<file path="src/rtl/minmax_stream.sv">
// Streaming min/max search: takes one element per beat and, at the end of each frame,
// reports the extreme value, its earliest index, and the frame length.
module minmax_stream #(
  parameter int unsigned W      = 8,
  parameter int unsigned NI     = 9,
  parameter int unsigned IDXW   = $clog2(NI),
  parameter int unsigned MM_CFG = 0
) (
  input  logic              clk,
  input  logic              rst,
  input  logic              min_max_sel,
  input  logic              in_valid,
  output logic              in_ready,
  input  logic [W-1:0]      in_data,
  input  logic              in_last,
  output logic              out_valid,
  input  logic              out_ready,
  output logic [W-1:0]      result,
  output logic [IDXW-1:0]   index,
  output logic [IDXW:0]     count
);

  localparam int unsigned CW = IDXW + 1;

  typedef enum logic [1:0] {IDLE, ACCUM, HOLD} state_t;

  state_t          state, state_nxt;
  logic [W-1:0]    acc, acc_nxt;
  logic [IDXW-1:0] acc_idx, acc_idx_nxt;
  logic [CW-1:0]   cnt, cnt_nxt;
  logic            mode_max, mode_max_nxt;
  logic            beat;
  logic            is_max;
  logic            better;
  logic            frame_end;

  // State and running accumulator
  always_ff @(posedge clk) begin
    if (rst) begin
      state    <= IDLE;
      acc      <= '0;
      acc_idx  <= '0;
      cnt      <= '0;
      mode_max <= 1'b0;
    end else begin
      state    <= state_nxt;
      acc      <= acc_nxt;
      acc_idx  <= acc_idx_nxt;
      cnt      <= cnt_nxt;
      mode_max <= mode_max_nxt;
    end
  end

  // Next-state and accumulator update; strict compare keeps the earliest index on ties
  always_comb begin
    state_nxt    = state;
    acc_nxt      = acc;
    acc_idx_nxt  = acc_idx;
    cnt_nxt      = cnt;
    mode_max_nxt = mode_max;
    frame_end    = 1'b0;
    beat         = in_valid & in_ready;

    if (MM_CFG == 1) begin
      is_max = 1'b0;
    end else if (MM_CFG == 2) begin
      is_max = 1'b1;
    end else begin
      is_max = (state == IDLE) ? min_max_sel : mode_max;
    end
    better = is_max ? (in_data > acc) : (in_data < acc);

    case (state)
      IDLE: begin
        if (beat) begin
          acc_nxt      = in_data;
          acc_idx_nxt  = '0;
          cnt_nxt      = CW'(1);
          mode_max_nxt = is_max;
          frame_end    = in_last;
          state_nxt    = in_last ? HOLD : ACCUM;
        end
      end
      ACCUM: begin
        if (beat) begin
          if (better) begin
            acc_nxt     = in_data;
            acc_idx_nxt = IDXW'(cnt);
          end
          cnt_nxt   = cnt + CW'(1);
          frame_end = in_last | (cnt_nxt == CW'(NI));
          state_nxt = frame_end ? HOLD : ACCUM;
        end
      end
      HOLD: begin
        if (out_valid && out_ready) begin
          state_nxt = IDLE;
        end
      end
      default: state_nxt = IDLE;
    endcase
  end

  // Registered handshake flags and result, captured only when a frame completes
  always_ff @(posedge clk) begin
    if (rst) begin
      in_ready  <= 1'b1;
      out_valid <= 1'b0;
      result    <= '0;
      index     <= '0;
      count     <= '0;
    end else begin
      in_ready  <= (state_nxt != HOLD);
      out_valid <= (state_nxt == HOLD);
      if (frame_end) begin
        result <= acc_nxt;
        index  <= acc_idx_nxt;
        count  <= cnt_nxt;
      end
    end
  end

endmodule

</file>
<file path="config.mk">
export PLATFORM = sky130hd
export DESIGN_NAME = minmax_stream
export DESIGN_NICKNAME = d
export VERILOG_FILES = /design/src/rtl/minmax_stream.sv
export SDC_FILE = /design/constraint.sdc
export NUM_CORES = 1
export LEC_CHECK = 0
export ABC_CLOCK_PERIOD_IN_PS = 3700
export CORE_MARGIN = 3
export CORE_UTILIZATION = 28
export DETAILED_ROUTE_END_ITERATION = 10
export HOLD_SLACK_MARGIN = 0.15
export PLACE_DENSITY_LB_ADDON = 0.05
export SYNTH_ARGS = -nofsm -noshare
export SYNTH_HDL_FRONTEND = slang
export SYNTH_SLANG_ARGS = --single-unit
export TNS_END_PERCENT = 50
</file>
<file path="constraint.sdc">
create_clock -name clk -period 3.7 [get_ports clk]
set_clock_uncertainty 0.15 [all_clocks]
set_input_delay 0.37 -clock clk [delete_from_list [all_inputs] [get_ports clk]]
set_output_delay 0.37 -clock clk [all_outputs]
set_load 0.02 [all_outputs]
</file>
After elaboration in Yosys (flattened, before gate mapping)
Cells that the tools add are included.
- flip-flop bits (word level): 39
- output and inout bits: 19
- word-level logic and storage cells: 45
- bits of input ports: 14
- order comparisons: 2
- $add $sub $neg: 1
- mux-type cells: 22
- bitwise gates (word level): 2
- reductions and logical operators: 3
- equality and inequality tests: 5
- operators by type and width (kind ; number):
    $mux W8 ; 3
    $pmux W8 S2 ; 1
    $mux W4 ; 3
    $mux W2 ; 5
    $mux W5 ; 2
    $pmux W5 S2 ; 1
    $gt A8 B8 Y1 ; 1
    $lt A8 B8 Y1 ; 1
    $pmux W4 S2 ; 1
    $pmux W2 S3 ; 1
    $add A5 B1 Y5 const B ; 1
    $eq A5 B4 Y1 const B ; 1
    $eq A2 B2 Y1 const B ; 2
    $mux W1 ; 4
    $eq A2 B1 Y1 const B ; 1
    $logic_not A2 Y1 ; 1
    $ne A2 B2 Y1 const B ; 1
    $pmux W1 S2 ; 1
    $reduce_and A2 Y1 ; 1
    $and A1 B1 Y1 ; 1
    $logic_and A1 B1 Y1 ; 1
    $or A1 B1 Y1 ; 1

Longest topological paths before layout
Gate-level depths: netlist of run 1.
- depth after elaboration: 7
- mapped depth: 10
- mapped depth without buffers: 8

Worst setup path after synthesis of run 1
No wires, ideal clock.
- path type: reg-to-reg
- from: register cnt[1]
- to: register result[0]
- path slack: 1442 ps
- data arrival time: 1986 ps
- required time: 3428 ps
- path buffers: 0
- cell stages (with the launch flop): 8
- period minus slack after synthesis: 2258 ps
- library setup time: 122 ps
- cells stage by stage: dfxtp_1 -> ha_1 -> and4_1 -> o21ai_1 -> a2111o_1 -> a21boi_1 -> a211oi_1 -> a311o_1
- longest elaborated chain between the ends: 5
- RTL lines (what ; RTL line ; text):
    from (decl) ; 30 ; logic [CW-1:0] cnt, cnt_nxt;
    from (signal assigned) ; 49 ; cnt <= cnt_nxt;
    $add A5 B1 Y5 ; 90 ; cnt_nxt = cnt + CW'(1);
    $eq A5 B4 Y1 ; 91 ; frame_end = in_last | (cnt_nxt == CW'(NI));
    $or A1 B1 Y1 ; 91 ;
    $mux W1 ; 85 ; if (beat) begin
    $pmux W1 S2 ; 73 ; case (state)
    to (signal assigned) ; 116 ; result <= acc_nxt;
    to (decl) ; 18 ; output logic [W-1:0] result,
No other way between the ends.
A chain may end at the register's enable or synchronous reset.

Worst setup path after layout of run 1
- from: register cnt[0]
- to: register result[1]
The elaborated chain is that of the path after synthesis.

==> impl_metrics.py, run 1 <==
metrics = {
    "worst_hold_path": {
        "holdCritStartpoint": "count[3]",
        "worstHoldPathType": "flop to flop",
        "holdPathEnd": "count[3]",
        "hold_depth": 2,
    },
    "synthesis": {
        "synthSimpleGateAreaFrac_pct": 18.17,
        "synth-main-ff-cell": "dfxtp_1",
        "synth_area_leader_cell": "dfxtp_1",
        "synth_edf_count": 0,
        "synthArstFlopShare_pct": 0,
        "syn_avg_cell_area_um2": 8.794,
        "synth_fa_ha_area_share_pct": 5.629,
        "netlist_area_um2": 2445,
        "ys_types": 52,
        "yosys_warnings": 0,
        "synth_top_family_by_area": "compound AO/OA/AOI/OAI gates",
        "ys_top_cells_by_area": "dfxtp_1 32%, o211ai_1 6.8%, ha_1 5.6%",
        "synth_compound_area_share_pct": 35.41,
        "synth_seq_cells": 39,
        "synth.net_count": 303,
        "synth.top_cell.area_share_pct": 31.93,
        "ys_seq_area_share_pct": 31.93,
        "syn_inst": 278,
        "synth_xor_area_share_pct": 0.3582,
        "muxShareOfSynthArea_pct": 0.8188,
    },
    "sta": {
        "period_share_pct": 72.50,
        "period_needed_ps": 2683,
        "slew_viol_final": 0,
        "setup_viol": 0,
        "setup_tns_ps": 0,
        "tightest_slew_ps": 684.7,
        "fmax_ghz": 0.3728,
        "hold_violations": 0,
        "rsz0062_at_grt": "no",
        "relSlewSlack_pct": 54.29,
    },
    "global_routing": {
        "grt_pass1_wl_mm": 11.98,
        "overflow": 0,
        "grt_max_degree": 40,
        "gr-usage-all-layers_pct": 15.48,
        "grt_pass1_vias": 2140,
        "antenna_found_initial": 0,
    },
    "setup_path": {
        "reg2reg_depth": 7,
        "cp_data_arrival_time_ps": 2770,
        "crit_type": "flop to flop",
        "start_kind": "flop",
        "rr_endpoint": "result[1]",
        "endpoint_kind": "flop",
        "r2r_slack_ps": 1020,
        "r2r-start": "cnt[0]",
        "critPathRequiredTime_ps": 3790,
        "cp_max_fo": 24,
    },
    "cts": {
        "cts_tree": "yes",
        "ctsHoldBuffers": 0,
        "cts-root-buf": "clkbuf_8",
        "cts_sinks": 39,
        "cts_setup_buffers": 0,
        "h-tree-depth": 2,
        "cts_inserted_buffers": 5,
        "clk_latency_ps": 290,
        "postCtsResizedCells": 0,
        "cts_buffer_depth": 2,
        "clk_pin_slew_ps": 80,
    },
    "detailed_routing": {
        "wl_met3_um": 346,
        "avgRoutedWirePerCell_um": 18.73,
        "wl_met2_mm": 3.425,
        "wl_met1_mm": 3.817,
        "top_layer": "met4",
        "postRouteAntennaNets": 0,
        "wl_mm": 7.660,
        "drc": 0,
        "num_vias": 2288,
        "via_per_inst": 5.594,
        "drt_iter0_drc": 123,
        "first_pass_iters": 5,
    },
    "floorplanning": {
        "ioPinCount": 33,
        "core_um2": 8341,
        "row_count": 33,
        "initial_core_util_pct": 29.31,
        "die_h_um": 99.44,
        "die_w_um": 99.44,
        "fp.dieArea_um2": 9888,
    },
    "layout": {
        "finish.utilization_pct": 35.24,
        "area_growth_syn_to_layout_pct": 20.21,
        "nNetsFinal": 329,
        "layout-drive-gt1-share_pct": 10.20,
        "antenna_cells": 0,
    },
    "placement": {
        "port_buffers": 32,
        "dp_hpwl_mm": 5.257,
        "gp_routability_congestion": 0.7935,
    },
    "pwr": {
        "powerDensity_nw_per_um2": 391.4,
        "ir_drop_mv": 0.1419,
        "p_leak_nw": 0.9913,
    },
    "run_status": {
        "status": "finished clean",
    },
    "run": {
        "drv_cap": 0,
    },
}
sequential cells by signal (all words and copies together) (netlist names), 2 cells and up:
name,cells
state,2
result,8
acc,8
cnt,5
index,4
acc_idx,4
count,5
report_power, final:
part / leakage [nW] / switching, mW / internal [mW]
combinational: 0.622 / 0.189 / 0.126
sequential: 0.318 / 0.0327 / 0.449
clock: 0.0513 / 0.156 / 0.198
total: 0.991 / 0.378 / 0.772
through the flow:
| stage | cells | cell area (um^2) | hold WS, ps | setup slack (ps) | power, mW |
|---|---|---|---|---|---|
| floorplan | 278 | 2445 | 291.6 | 1442 | 0.6902 |
| global placement | 402 | 2836 | 290.4 | 772.9 | 0.8104 |
| detailed placement | 402 | 2836 | 301.5 | 764.9 | 0.8063 |
| CTS | 409 | 2939 | 313.8 | 1011 | 1.171 |
| global route | 409 | 2939 | 328.0 | 828.7 | 1.215 |
| finish | 409 | 2939 | 305.7 | 1017 | 1.150 |
layout make-up:
cell class / count / area [um^2]
clock inverters: 1 / 30.03
repair buffers: 41 / 387.9
multi-input cells: 201 / 1476
clock buffers: 6 / 72.57
well taps: 105 / 131.4
flip-flops and latches: 39 / 780.7
fillers: 883 / 5401
inverters: 16 / 60.06
worst max-delay path: stages, from the launching register on:
cell	delay (ps)
dfxtp_1	530
ha_1	360
and4_1	230
o21ai_1	130
a211oi_4	470
o211a_4	410
and4_1	230
a311o_1	100
synth_stat cells (3+ instances only):
master and n:
dfxtp_1 39, o211ai_1 22, nand4_1 17, nor2_1 17, inv_1 15, a21oi_1 13, clkbuf_1 12, nand2_1 12
ha_1 11, a22oi_1 9, nand3b_1 7, o21ai_0 7, a22o_1 6, a31oi_1 6, and4_1 6, a211oi_1 5
nand3_1 5, nor3_1 5, a211oi_2 4, a21boi_1 4, a311o_1 4, a32o_1 4, buf_6 4, buf_2 3
buf_4 3, nand2b_1 3
cell usage in the layout (no fill, tap or decap), types with 3 or more instances in the layout:
master and n:
nand2b_1 3, and4_1 6, a211oi_2 4, a31oi_1 6
nor2_1 17, ha_1 11, inv_1 15, buf_4 9
nand4_1 17, clkdlybuf4s50_1 32, nand3_1 5, nand3b_1 7
a22oi_1 9, a22o_1 6, a21boi_1 4, a311o_1 4
dfxtp_1 39, clkbuf_8 5, nand2_1 12, o21ai_0 7
a211oi_1 5, a21oi_1 13, nor3_1 5, a32o_1 4
o211ai_1 22
cells by family after synthesis:
kind of cell,count (synthesis)
simple gates,80
compound gates,107
fa+ha+maj,11
flops,39
xor+xnor,1
buf+inv,38
mux,2
worst max path at each step:
| stage | depth (start not counted) | startpoint | endpoint | slack [ps] |
|---|---|---|---|---|
| 2_1_floorplan | 7 | cnt[1] | result[0] | 1440 |
| 3_3_place_gp | 9 | in_data[1] | result[0] | 770 |
| 3_5_place_dp | 8 | in_data[7] | result[0] | 760 |
| 4_1_cts | 7 | cnt[0] | result[3] | 1010 |
| 5_1_grt | 7 | cnt[1] | result[1] | 830 |
| 6_report | 7 | cnt[0] | result[1] | 1020 |
routing by layer:
metal,up-vias,track usage [%]
li1,1132,-
met1,1097,22.33
met2,54,23.76
met3,5,2.735
met4,0,4.097
met5,-,0
Note: power is estimated with default switching activity, not from simulation.
==> run 2: changes to the inputs <==
--- a/config.mk
+++ b/config.mk
@@ -5,7 +5,7 @@
 export SDC_FILE = /design/constraint.sdc
 export NUM_CORES = 1
 export LEC_CHECK = 0
-export ABC_CLOCK_PERIOD_IN_PS = 3700
+export ABC_CLOCK_PERIOD_IN_PS = 2300
 export CORE_MARGIN = 3
 export CORE_UTILIZATION = 28
 export DETAILED_ROUTE_END_ITERATION = 10
==> constraint.sdc (replaced) <==
create_clock -name clk -period 2.3 [get_ports clk]
set_clock_uncertainty 0.15 [all_clocks]
set_input_delay 0.23 -clock clk [delete_from_list [all_inputs] [get_ports clk]]
set_output_delay 0.23 -clock clk [all_outputs]
set_load 0.02 [all_outputs]
==> run 2 against run 1 <==
Clock-buffer cell count did not move. Sequential share of layout area decreased by 4.2 points. Cell count increased by 14%. Global-route usage is 1.2 points higher. Power is 70% higher. Sequential power rose by 57%. Worst setup slack lost 1000 ps. Clock power increased by 36%. Die area unchanged. Flip-flop and latch count stayed put. Combinational power rose by 130%. First-iteration DRC count decreased by 16%. Largest cell class unchanged. Largest power group unchanged.
==> impl_metrics.py, run 2 (synthesis gave the netlist of run 1 again) <==
metrics = {
    "run_status": {
        "status": "finished clean",
    },
    "placement": {
        "gp_routability_congestion": 0.7617,
        "dp_slack_ps": -467.3,
        "port_buffers": 32,
        "dp_hpwl_mm": 5.925,
    },
    "detailed_routing": {
        "num_vias": 2477,
        "first_pass_iters": 4,
        "via_per_inst": 5.304,
        "drc": 0,
        "drt_iter0_drc": 103,
        "postRouteAntennaNets": 0,
        "wl_mm": 8.115,
        "avgRoutedWirePerCell_um": 17.38,
    },
    "floorplanning": {
        "fp.dieArea_um2": 9888,
        "initial_core_util_pct": 29.31,
        "ioPinCount": 33,
        "core_um2": 8341,
        "die_w_um": 99.44,
        "die_h_um": 99.44,
        "row_count": 33,
    },
    "sta": {
        "rsz0062_at_grt": "yes",
        "tightest_slew_ps": 410.7,
        "setup_tns_ps": 0,
        "setup_viol": 0,
        "period_needed_ps": 2296,
        "fmax_ghz": 0.4355,
        "hold_violations": 0,
        "relSlewSlack_pct": 72.59,
        "period_share_pct": 99.83,
        "setup_slack_ps": 3.968,
        "slew_viol_final": 0,
    },
    "global_routing": {
        "grt_pass1_vias": 2483,
        "grt_max_degree": 23,
        "overflow": 0,
        "grt_pass1_wl_mm": 13.07,
        "met2_usage_pct": 25.88,
        "gr-usage-all-layers_pct": 16.67,
        "busiest_layer": "met2",
        "grt_use_met1_pct": 24.00,
        "antenna_found_initial": 0,
        "met3_usage_pct": 3.296,
    },
    "worst_hold_path": {
        "worstHoldPathType": "input pin to flop",
    },
    "layout": {
        "reg_top3": "acc x8, result x8",
        "nFillCells": 880,
        "area_growth_syn_to_layout_pct": 43.45,
        "mostFrequentLayoutCells": "61 x buf_4, 36 x dfxtp_1, 30 x clkdlybuf4s50_1, 22 x o211ai_1, 17 x nand4_1",
        "final_common_cell": "buf_4",
        "nNetsFinal": 386,
        "finish.utilization_pct": 42.05,
        "layout-drive-gt1-share_pct": 29.83,
        "antenna_cells": 0,
    },
    "pwr": {
        "p_leak_nw": 1.307,
        "pwr-share-clk_pct": 24.6,
        "p_sw_share_pct": 34.74,
        "intPower_mw": 1.279,
        "ir_drop_mv": 0.2110,
        "powerDensity_nw_per_um2": 558.6,
        "seq_power_share_pct": 38.5,
        "combinationalPowerShare_pct": 36.9,
        "switchingPower_mw": 0.6805,
    },
    "cts": {
        "clk_pin_slew_ps": 80,
        "cts-root-buf": "clkbuf_8",
        "clk_latency_ps": 300,
        "cts_tree": "yes",
        "h-tree-depth": 2,
        "cts_inserted_buffers": 5,
        "cts_buffer_depth": 2,
        "cts_sinks": 39,
        "ctsHoldBuffers": 0,
    },
    "setup_path": {
        "crit_end": "acc[7]",
        "cpMaxStageDelayCell": "clkdlybuf4s50_1",
        "worst-path-buf-inv": 2,
        "r2r_slack_ps": 30,
        "crit_start": "in_data[6]",
        "rr_endpoint": "acc[7]",
        "reg2reg_depth": 9,
        "r2r-start": "acc[1]",
        "cp_max_fo": 7,
        "cpPeakStageDelay_ps": 510,
        "path_cells": "clkdlybuf4s50_1 > ha_4 > nand4_1 > a21o_1 > buf_6 > and4_4 > nor2_2 > o221ai_1",
        "crit_cells": 8,
        "crit_family": "buffers and inverters",
        "cp_data_arrival_time_ps": 2290,
        "crit_type": "input pin to flop",
        "critPathRequiredTime_ps": 2290,
        "endpoint_kind": "flop",
        "start_kind": "input pin",
    },
    "run": {
        "drv_cap": 0,
    },
}
[run 2: per-stage QoR]
step	hold WS, ps	power (mW)	cells	cell area, um^2
global route	295.1	2.069	467	3507
finish	260.4	1.959	467	3507
detailed placement	292.1	1.433	456	3279
global placement	291.5	1.438	456	3279
floorplan	216.0	1.110	278	2445
CTS	304.8	1.936	465	3400
[run 2: cell type report]
cell class	instances	area [um^2]	share of cell area, %
Tap cell	105	131.4	3.746
Timing Repair Buffer	98	865.8	24.69
Clock inverter	2	12.51	0.3568
Inverter	16	60.06	1.712
Clock buffer	6	72.57	2.069
Multi-Input combinational cell	201	1580	45.06
Sequential cell	39	784.5	22.37
[run 2: timing repair]
item / in CTS / in global routing
setup buffers: 1 / 3
pin swaps: 1 / 13
resized for setup: 6 / 21
endpoints found under the setup margin: 11 / 24
[run 2: worst register-to-register path: stages, from the launching register on]
cell,delay [ps]
dfxtp_2,340
inv_2,40
ha_4,260
nor2b_4,120
o211ai_1,110
a21o_1,230
buf_6,150
and4_4,180
nor2_2,330
o221ai_1,210
[run 2: worst min path at each step]
stage | startpoint | slack, ps | endpoint | cells after the start
CTS | count[3] | 300 | count[3] | 2
global placement | count[3] | 290 | count[3] | 2
detailed placement | count[3] | 290 | count[3] | 2
floorplan | min_max_sel | 220 | mode_max | 2
global route | in_data[1] | 300 | result[1] | 3
finish | in_data[1] | 260 | result[1] | 3
[run 2: metal layers]
layer,part of all wire (%),wire length (um),vias up
met5,0,0,-
met4,0.44,36,0
met3,4.3,347,2
met2,46,3704,55
met1,50,4027,1180
li1,-,-,1240
[run 2: power groups by stage]
stage	Clock, mW	Sequential (mW)	Combinational [mW]
after global placement	0	0.769	0.669
final	0.481	0.755	0.723
after CTS	0.500	0.753	0.683
after detailed placement	0	0.769	0.664
after global routing	0.526	0.760	0.782
after floorplan	0	0.798	0.312
==> edit, RTL diff (config.mk and constraints of run 2) <==
Reset style: asynchronous (`rst`), changed in 2 clocked blocks.
--- a/src/rtl/minmax_stream.sv
+++ b/src/rtl/minmax_stream.sv
@@ -37,3 +37,3 @@
   // State and running accumulator
-  always_ff @(posedge clk) begin
+  always_ff @(posedge clk or posedge rst) begin
     if (rst) begin
@@ -104,3 +104,3 @@
   // Registered handshake flags and result, captured only when a frame completes
-  always_ff @(posedge clk) begin
+  always_ff @(posedge clk or posedge rst) begin
     if (rst) begin
Function: differs if rst is asserted again (counterexample within 4 cycles, from zero or initial values and one cycle with rst high); with rst held inactive, the same outputs for 4 cycles.
==> edit against run 2 <==
The run now ends with negative setup slack left. First-iteration DRC count is 13% lower. Global-route usage is 0.88 points lower. Synthesized area is 1.1% higher. Synthesized cell count is 12% lower. Sequential share of layout area is 4.3 points higher. Cell area is 4.6% higher. Die area is 1.1% higher. Core utilization is 1.7 points higher. Setup slack worse by 0.024 ns. Sequential cell count stayed put. Critical path depth is 2 higher. Routed wire length is 6.1% lower. Critical path type is now register to register. Critical endpoint is now index[0]. Largest cell class unchanged. Highest routed layer unchanged.
Power is not compared: it rests on default switching activity, and its combinational part moved more than twofold at a synthesized area within 25%.
==> edit: results (changes against run 2) <==
* Worst EP arrival at 2.35 ns (+0.06 ns)
* Syn Nets at 270 (-11%)
* Largest net degree at the start of global routing at 25 (+8.7%)
* Dpl ws at -0.351 ns (+0.117 ns)
* Global-route wire length before repair at 12,300 um (-5.5%)
* Met1 Use GR at 0.237 (-0.00297)
* Die W at 100 um (+0.53%)
* Gp weighted congestion at 0.781 (+2.5%)
* Async SR Flop Fraction at 1.00 (+1.00)
* Global Route met3 Usage at 0.0313 (-0.00169)
* DR iter-0 viols at 90 (-13%)
* GRT Total Usage at 0.158 (-0.00878)
* Vias/cell at 5.07 (-4.4%)
* Top delay family on crit path: compound AO/OA/AOI/OAI gates
* Final setup vio count at 2 (+2)
* Slowest cell on crit path: dfrtp_1
* Hpwl dp at 5500 um (-7.2%)
* Largest stage delay on the critical path at 0.37 ns (-0.14 ns)
* Top cells by count, synth: dfrtp_1, nand2_1, o211ai_1
* Share of cells above drive strength 1 at 0.357 (+0.0584)
* Vias in the first global route at 2,300 (-7.4%)
* Filler Cells Inserted at 838 (-4.8%)
* Final setup margin at -0.0199 ns (-0.0239 ns)
* Status: finished, violations left
* Met2 Use GR at 0.233 (-0.0253)
* Violated checks: negative setup slack
* Sequential-to-total area share from yosys stat at 0.395 (+0.0759)
* Routed len/inst at 17.0 um (-1.9%)
[edit: cell types whose count changed in the layout (fill, tap and decap cells not counted), moves of 6 or more]
cell,before,now
a31oi_1,6,0
dfrtp_1,0,38
nand4_1,17,10
nand3_1,5,13
a21oi_1,11,1
nand2_1,11,19
buf_4,61,68
mux2_2,0,6
nor2_1,16,2
o211ai_1,22,15
dfxtp_1,36,0
[edit: cells by family after synthesis]
group | after synthesis | share of synthesized area
and+or+nand+nor | 72 | 0.160
muxes | 16 | 0.0708
DFF | 39 | 0.395
AOI/OAI and AO/OA | 73 | 0.251
buffers and inverters | 34 | 0.0678
adders and majority gates | 11 | 0.0557
[edit: final cells by class]
type | instances | area, sq um | share of cell area
tap | 105 | 131 | 0.0358
clock inverter | 2 | 16.3 | 0.00443
multi-input combinational | 172 | 1450 | 0.394
timing repair buffer | 109 | 965 | 0.263
clock buffer | 6 | 82.6 | 0.0225
inverter | 14 | 52.6 | 0.0143
sequential | 39 | 977 | 0.266
[edit: what timing repair did]
item,CTS,global route
cloned,0,0
hold buffers,1,0
endpoints found under the hold margin,15,0
setup buffers,2,0
endpoints found under the setup margin,14,24
pin swaps,1,7
resized for setup,5,17
[edit: worst register-to-register path, stage by stage, from the launching register on]
cell and delay, ns:
dfrtp_1 0.37, inv_2 0.06, ha_4 0.26, nor2b_1 0.12, o211ai_1 0.09, a21o_1 0.23, buf_6 0.14, a211oi_4 0.29
buf_4 0.20, nor4_1 0.05, a211o_1 0.26
[edit: metrics by stage]
step	power, uW	instances	setup TNS, ns	utilization
floorplan	2800	245	0	-
global placement	4100	436	-6.75	0.407
detailed placement	4100	436	-6.40	0.407
CTS	4690	447	-0.0156	0.425
global route	5160	447	-1.47	0.438
finish	4780	447	-0.0233	0.438
[edit: worst paths after layout]
check                      startpoint         to  slack (ns)  depth (start not counted)
setup / recovery               acc[1]   index[0]       -0.02                         10
hold / removal             in_data[1]  result[1]        0.32                          3
setup reg to reg               acc[1]   index[0]       -0.02                         10
hold reg to reg              count[1]   count[1]        0.36                          1
max in group asynchronous         rst   in_ready        0.75                          4
min in group asynchronous         rst   count[1]        0.67                          3
[edit: power groups by stage]
stage / Clock (uW) / Sequential [uW] / Combinational (uW)
after detailed placement: 0 / 1220 / 2880
after floorplan: 0 / 1360 / 1440
final: 514 / 1210 / 3060
after global routing: 577 / 1260 / 3330
after CTS: 544 / 1210 / 2930
after global placement: 0 / 1210 / 2890
[edit: per-layer routing]
metal  vias up  routed length (um)
met3         2                 370
met2        52                3340
met4         0                  36
met5         -                   0
met1      1089                3870
li1       1124                   -
